===== config.mk =====
export PLATFORM = sky130hd
export DESIGN_NAME = imem_loader
export DESIGN_NICKNAME = d
export VERILOG_FILES = /design/src/rtl/imem_loader_pkg.sv /design/src/rtl/imem_loader_packer.sv /design/src/rtl/imem_loader.sv
export SDC_FILE = /design/constraint.sdc
export NUM_CORES = 1
export LEC_CHECK = 0
export CORE_MARGIN = 2
export CORE_UTILIZATION = 42
export CTS_BUF_LIST = sky130_fd_sc_hd__clkbuf_8
export DETAILED_ROUTE_END_ITERATION = 10
export DONT_BUFFER_PORTS = 1
export PLACE_DENSITY_LB_ADDON = 0.08
export SYNTH_ARGS = -nofsm -noshare
export SYNTH_HDL_FRONTEND = slang
export SYNTH_SLANG_ARGS = --single-unit
export TNS_END_PERCENT = 20

===== constraint.sdc =====
create_clock -name clk -period 9.3 [get_ports clk]
set_clock_uncertainty 0.05 [all_clocks]
set_input_delay 1.86 -clock clk [delete_from_list [all_inputs] [get_ports clk]]
set_output_delay 1.86 -clock clk [all_outputs]
set_load 0.02 [all_outputs]

===== src/rtl/imem_loader_pkg.sv =====
// Shared types and constants for the instruction-memory boot loader.
package imem_loader_pkg;

  typedef enum logic [2:0] {
    ST_IDLE   = 3'd0,
    ST_LEN_LO = 3'd1,
    ST_LEN_HI = 3'd2,
    ST_DATA   = 3'd3,
    ST_CHECK  = 3'd4,
    ST_DONE   = 3'd5,
    ST_ERR    = 3'd6
  } state_t;

  localparam int WORD_BYTES = 4;
  localparam int LEN_BYTES  = 2;

  // States in which the loader is consuming stream bytes.
  function automatic logic is_loading(input state_t s);
    return (s == ST_LEN_LO) || (s == ST_LEN_HI) || (s == ST_DATA) || (s == ST_CHECK);
  endfunction

endpackage


===== src/rtl/imem_loader_packer.sv =====
// Little-endian byte-to-word assembler: byte k of a word lands in bits [8k+7:8k].
module byte_packer
  import imem_loader_pkg::*;
#(
  parameter int INS_W = 32
) (
  input  logic             clk,
  input  logic             reset,
  input  logic             i_clear,
  input  logic             i_valid,
  input  logic [7:0]       i_byte,
  output logic [INS_W-1:0] o_word,
  output logic             o_word_valid
);

  localparam int IDX_W = $clog2(WORD_BYTES);

  logic [INS_W-1:0] r_word;
  logic [IDX_W-1:0] r_idx;
  logic             w_last;

  assign w_last = (r_idx == IDX_W'(WORD_BYTES - 1));

  // Partial word storage and byte index; index returns to 0 after the top byte.
  always_ff @(posedge clk or posedge reset) begin
    if (reset) begin
      r_word <= {INS_W{1'b0}};
      r_idx  <= {IDX_W{1'b0}};
    end else if (i_clear) begin
      r_word <= {INS_W{1'b0}};
      r_idx  <= {IDX_W{1'b0}};
    end else if (i_valid) begin
      r_word[{r_idx, 3'b000} +: 8] <= i_byte;
      r_idx <= w_last ? {IDX_W{1'b0}} : r_idx + 1'b1;
    end else begin
      r_word <= r_word;
      r_idx  <= r_idx;
    end
  end

  // The top byte bypasses storage so the full word is available on the same cycle.
  always_comb begin
    o_word               = r_word;
    o_word[INS_W-1 -: 8] = i_byte;
    o_word_valid         = i_valid && w_last;
  end

endmodule


===== src/rtl/imem_loader.sv =====
// Boot-time instruction memory writer: length header, LE payload words, XOR checksum.
module imem_loader
  import imem_loader_pkg::*;
#(
  parameter int INS_ADDRESS = 9,
  parameter int INS_W       = 32
) (
  input  logic                   clk,
  input  logic                   reset,
  input  logic                   start,
  input  logic                   in_valid,
  input  logic [7:0]             in_data,
  output logic                   in_ready,
  output logic                   we,
  output logic [INS_ADDRESS-1:0] wa,
  output logic [INS_W-1:0]       wd,
  output logic                   busy,
  output logic                   done,
  output logic                   error,
  output logic                   core_hold
);

  localparam int LEN_W = 8 * LEN_BYTES;
  localparam int CNT_W = INS_ADDRESS - 1;
  localparam logic [LEN_W-1:0] DEPTH = LEN_W'(2 ** (INS_ADDRESS - 2));

  state_t           r_state, w_state_nxt;
  logic [7:0]       r_len_lo;
  logic [LEN_W-1:0] r_len;
  logic [CNT_W-1:0] r_wcnt;
  logic [7:0]       r_chk;

  logic             w_accept, w_start_go, w_pack_valid, w_word_valid, w_last_word;
  logic [LEN_W-1:0] w_len_full;
  logic [CNT_W-1:0] w_wcnt_inc;
  logic [INS_W-1:0] w_word;

  assign w_accept     = in_valid && in_ready;
  assign w_start_go   = start && ((r_state == ST_IDLE) || (r_state == ST_DONE) || (r_state == ST_ERR));
  assign w_pack_valid = w_accept && (r_state == ST_DATA);
  assign w_len_full   = {in_data, r_len_lo};
  assign w_wcnt_inc   = r_wcnt + 1'b1;
  assign w_last_word  = w_word_valid && ({{(LEN_W-CNT_W){1'b0}}, w_wcnt_inc} == r_len);

  byte_packer #(.INS_W(INS_W)) u_packer (
    .clk          (clk),
    .reset        (reset),
    .i_clear      (w_start_go),
    .i_valid      (w_pack_valid),
    .i_byte       (in_data),
    .o_word       (w_word),
    .o_word_valid (w_word_valid)
  );

  // Next-state decode.
  always_comb begin
    w_state_nxt = r_state;
    case (r_state)
      ST_IDLE, ST_DONE, ST_ERR: begin
        if (w_start_go) w_state_nxt = ST_LEN_LO;
        else            w_state_nxt = r_state;
      end
      ST_LEN_LO: begin
        if (w_accept) w_state_nxt = ST_LEN_HI;
        else          w_state_nxt = r_state;
      end
      ST_LEN_HI: begin
        if (!w_accept)                  w_state_nxt = r_state;
        else if (w_len_full > DEPTH)    w_state_nxt = ST_ERR;
        else if (w_len_full == '0)      w_state_nxt = ST_CHECK;
        else                            w_state_nxt = ST_DATA;
      end
      ST_DATA: begin
        if (w_last_word) w_state_nxt = ST_CHECK;
        else             w_state_nxt = r_state;
      end
      ST_CHECK: begin
        if (!w_accept)              w_state_nxt = r_state;
        else if (in_data == r_chk)  w_state_nxt = ST_DONE;
        else                        w_state_nxt = ST_ERR;
      end
      default: w_state_nxt = ST_IDLE;
    endcase
  end

  // State register plus status flags registered from the next state.
  always_ff @(posedge clk or posedge reset) begin
    if (reset) begin
      r_state   <= ST_IDLE;
      in_ready  <= 1'b0;
      busy      <= 1'b0;
      done      <= 1'b0;
      error     <= 1'b0;
      core_hold <= 1'b1;
    end else begin
      r_state   <= w_state_nxt;
      in_ready  <= is_loading(w_state_nxt);
      busy      <= is_loading(w_state_nxt);
      done      <= (w_state_nxt == ST_DONE);
      error     <= (w_state_nxt == ST_ERR);
      core_hold <= (w_state_nxt != ST_DONE);
    end
  end

  // Length capture, word counter, checksum and memory write port.
  always_ff @(posedge clk or posedge reset) begin
    if (reset) begin
      r_len_lo <= 8'h00;
      r_len    <= {LEN_W{1'b0}};
      r_wcnt   <= {CNT_W{1'b0}};
      r_chk    <= 8'h00;
      we       <= 1'b0;
      wa       <= {INS_ADDRESS{1'b0}};
      wd       <= {INS_W{1'b0}};
    end else begin
      we <= 1'b0;
      if (w_start_go) begin
        r_len_lo <= 8'h00;
        r_len    <= {LEN_W{1'b0}};
        r_wcnt   <= {CNT_W{1'b0}};
        r_chk    <= 8'h00;
      end else if (w_accept && (r_state == ST_LEN_LO)) begin
        r_len_lo <= in_data;
      end else if (w_accept && (r_state == ST_LEN_HI)) begin
        r_len <= w_len_full;
      end else if (w_pack_valid) begin
        r_chk <= r_chk ^ in_data;
        if (w_word_valid) begin
          we     <= 1'b1;
          wa     <= {r_wcnt[INS_ADDRESS-3:0], 2'b00};
          wd     <= w_word;
          r_wcnt <= w_wcnt_inc;
        end else begin
          r_wcnt <= r_wcnt;
        end
      end else begin
        r_chk <= r_chk;
      end
    end
  end

endmodule


==> results.yml <==
outcome:
  status: "finished clean"
layout:
  fin_cells: 697
  layout.nets: 557
  antennaDiodeCount: 0
  drive_gt1_share_pct: 6.364
  fillers: 1173
  area_delta_synth_final_pct: 7.841
floorplan:
  start_util_pct: 42.69
  core_area_mm2: 0.01196
  rows: 40
  die_h_um: 114.3
  die-area_mm2: 0.01306
  io_pins: 59
  fp.dieW_um: 114.3
worst_hold_path:
  min_path_type: "register to register"
global_routing:
  grt_max_degree: 81
  gr-total-overflow: 0
  antenna_found_initial: 0
  grt_pass1_vias: 3637
  grt_pass1_wl_um: 19410
  grt_use_total_pct: 19.45
setup_path:
  required_ps: 9600
  cp_max_fo: 14
  critPathSlowestCell: "nor4b_2"
  worstPathCellList: "and3b_1, and3_1, nand2_1, nor4b_2, a22oi_1, nor2_1"
  path_class: "primary input to register"
  r2r_slack_ps: 6330
  cp_data_arrival_time_ps: 3980
  critPathBufInv: 0
  crit_family: "simple AND/OR/NAND/NOR gates"
  worst_setup_path_end_kind: "register"
  slowest_delay_ps: 760
  start_kind: "primary input"
yosys:
  async_flop_share_pct: 100.0
  synth.cell_area_mm2: 0.005106
  synth_area_leaders: "dfrtp_1 (55%), nand2_1 (14%), nor2_1 (2.8%), a21oi_1 (2.6%), a22oi_1 (2.5%)"
  yosysMostFrequentCell: "nand2_1"
  synth-edff-count: 0
  synth-main-ff-cell: "dfrtp_1"
  netlist_top_cells_count: "nand2_1 (189), dfrtp_1 (112), nor2_1 (38), clkbuf_1 (28), a21oi_1 (27)"
  synthCells: 556
  synth_seq_area_share_pct: 55.40
  yosysWarningCount: 0
  yosys.area.top_type: "dfrtp_1"
  ys_seq_elements: 113
  avgSynthCellArea_um2: 9.184
  synth_top_area_share_pct: 54.89
  synthDistinctLibCells: 49
flow_run:
  cap_viol_max_count: 0
place:
  place.gp.congestion: 0.7451
  io_buffers: 0
  hpwl_um: 7328
  place_inst: 668
clock_network:
  cts_tree: "done"
  cts_setup_buffers: 0
  cts_root_buf: "clkbuf_8"
  clk_pin_slew_worst_paths_ps: 60
  cts_hold_buf: 0
  worstSkewPairLatency_ps: 430
  htree_levels: 4
  ctsLongestPathBuffers: 2
  clock-sinks: 113
  cts_made_buffers: 17
  cts.repair.resized: 0
detailed_routing:
  drtPass1Iterations: 5
  routed_wl_um: 11760
  avgViaCountPerCell: 5.323
  drc: 0
  final_antenna_net_count: 0
  first_iter_violations: 234
  via_count: 3710
  detail_route.wl_per_cell_um: 16.87
pwr:
  ir_worst_vdd_uv: 103.5
  p_per_area_mw_per_mm2: 263.0
  p_leak_nw: 2.642
sta:
  final.period_utilization_pct: 39.63
  grt_setup_unrepaired: "false"
  hold_viol: 0
  post-route-min-period_ps: 3686
  max_freq_mhz: 271.3
  worst_pin_slew_ps: 1089
  drv_slew: 0
  setup_tns_ps: 0
  slew-limit-headroom_pct: 27.26
  setup_viol: 0
-- cells in the final DEF (no fill, tap or decap), types with 8 or more instances in the layout --
master,instances
a22o_1,8
nor2_1,38
nand2_1,189
xnor2_1,14
a21oi_1,27
clkbuf_8,21
xor2_1,14
o21ai_0,23
a22oi_1,17
dfrtp_1,112
-- layer usage --
layer / track usage (%) / share of wire, % / routed length [µm] / up-vias
met1: 25.81 / 45 / 5346 / 1817
met5: 0 / 0 / 0 / -
li1: - / - / - / 1799
met2: 29.37 / 48 / 5651 / 77
met4: 7.805 / 1.7 / 204 / 0
met3: 6.617 / 4.7 / 553 / 17
-- registers in the layout, summed over array words and instances (netlist names) --
register and count:
error 1, r_state 3, u_packer.r_word 24, done 1, r_wcnt 8, busy 1
r_chk 8, wa 7, we 1, core_hold 1, r_len_lo 8, r_len 16
wd 32, u_packer.r_idx 2
-- logic make-up (layout without fill, tap and decap cells) --
logic type                 count (synthesis)  count (layout)  synth area share (%)
and+or+nand+nor                          273             273                 22.96
buffers and inverters                     44              37                 3.651
other                                      1               2               0.07344
muxes                                      2               2                0.3921
DFF                                      113             113                 55.40
xor gates and xnor gates                  29              29                 5.342
adders and majority gates                  5               5                 1.225
AOI/OAI and AO/OA                         89              89                 10.95
-- worst min-delay path: cells and delay by family (launching register included) --
kind | cells | cell delay, ps
simple gates | 2 | 100
flops | 1 | 340
-- cell type report --
type | count | area (µm²) | area share, %
clock buffers | 21 | 289.0 | 5.249
clock inverters | 8 | 66.31 | 1.204
inverters | 5 | 21.27 | 0.3863
multi-input cells | 400 | 2095 | 38.04
flip-flops and latches | 113 | 2829 | 51.37
well taps | 147 | 183.9 | 3.340
repair buffers | 3 | 22.52 | 0.4090
-- worst paths after layout --
kind                                                startpoint                              end  depth (start not counted)
worst min-delay path            u_packer.r_word[9]$_DFFE_PP0P_                wd[9]$_DFFE_PP0P_                          2
min in group asynchronous                                reset                wd[8]$_DFFE_PP0P_                          1
worst max register to register                  busy$_DFF_PP0_  u_packer.r_word[19]$_DFFE_PP0P_                          6
worst min register to register  u_packer.r_word[9]$_DFFE_PP0P_                wd[9]$_DFFE_PP0P_                          2
max in group asynchronous                                reset            r_wcnt[4]$_DFFE_PP0P_                          2
worst max-delay path                                  in_valid  u_packer.r_word[19]$_DFFE_PP0P_                          6
-- through the flow --
| step | instance area, µm² | power (mW) | setup WS (ps) | hold slack, ps | util (%) |
|---|---|---|---|---|---|
| after global placement | 5151 | 1.031 | 5312 | 420.5 | 43.06 |
| after global routing | 5507 | 1.550 | 5354 | 456.9 | 46.04 |
| final | 5507 | 1.448 | 5614 | 424.9 | 46.04 |
| after CTS | 5507 | 1.471 | 5684 | 428.6 | 46.04 |
| after floorplan | 5110 | 0.9647 | 4404 | 389.1 | - |
| after detailed placement | 5151 | 1.042 | 5205 | 416.4 | 43.06 |
-- report_power, final --
part	internal (mW)	total (mW)	switching (mW)	leakage (nW)
logic	0.144	0.343	0.198	0.905
clock network	0.231	0.415	0.184	0.189
registers	0.585	0.690	0.105	1.55
Note: power is estimated with default switching activity, not from simulation.
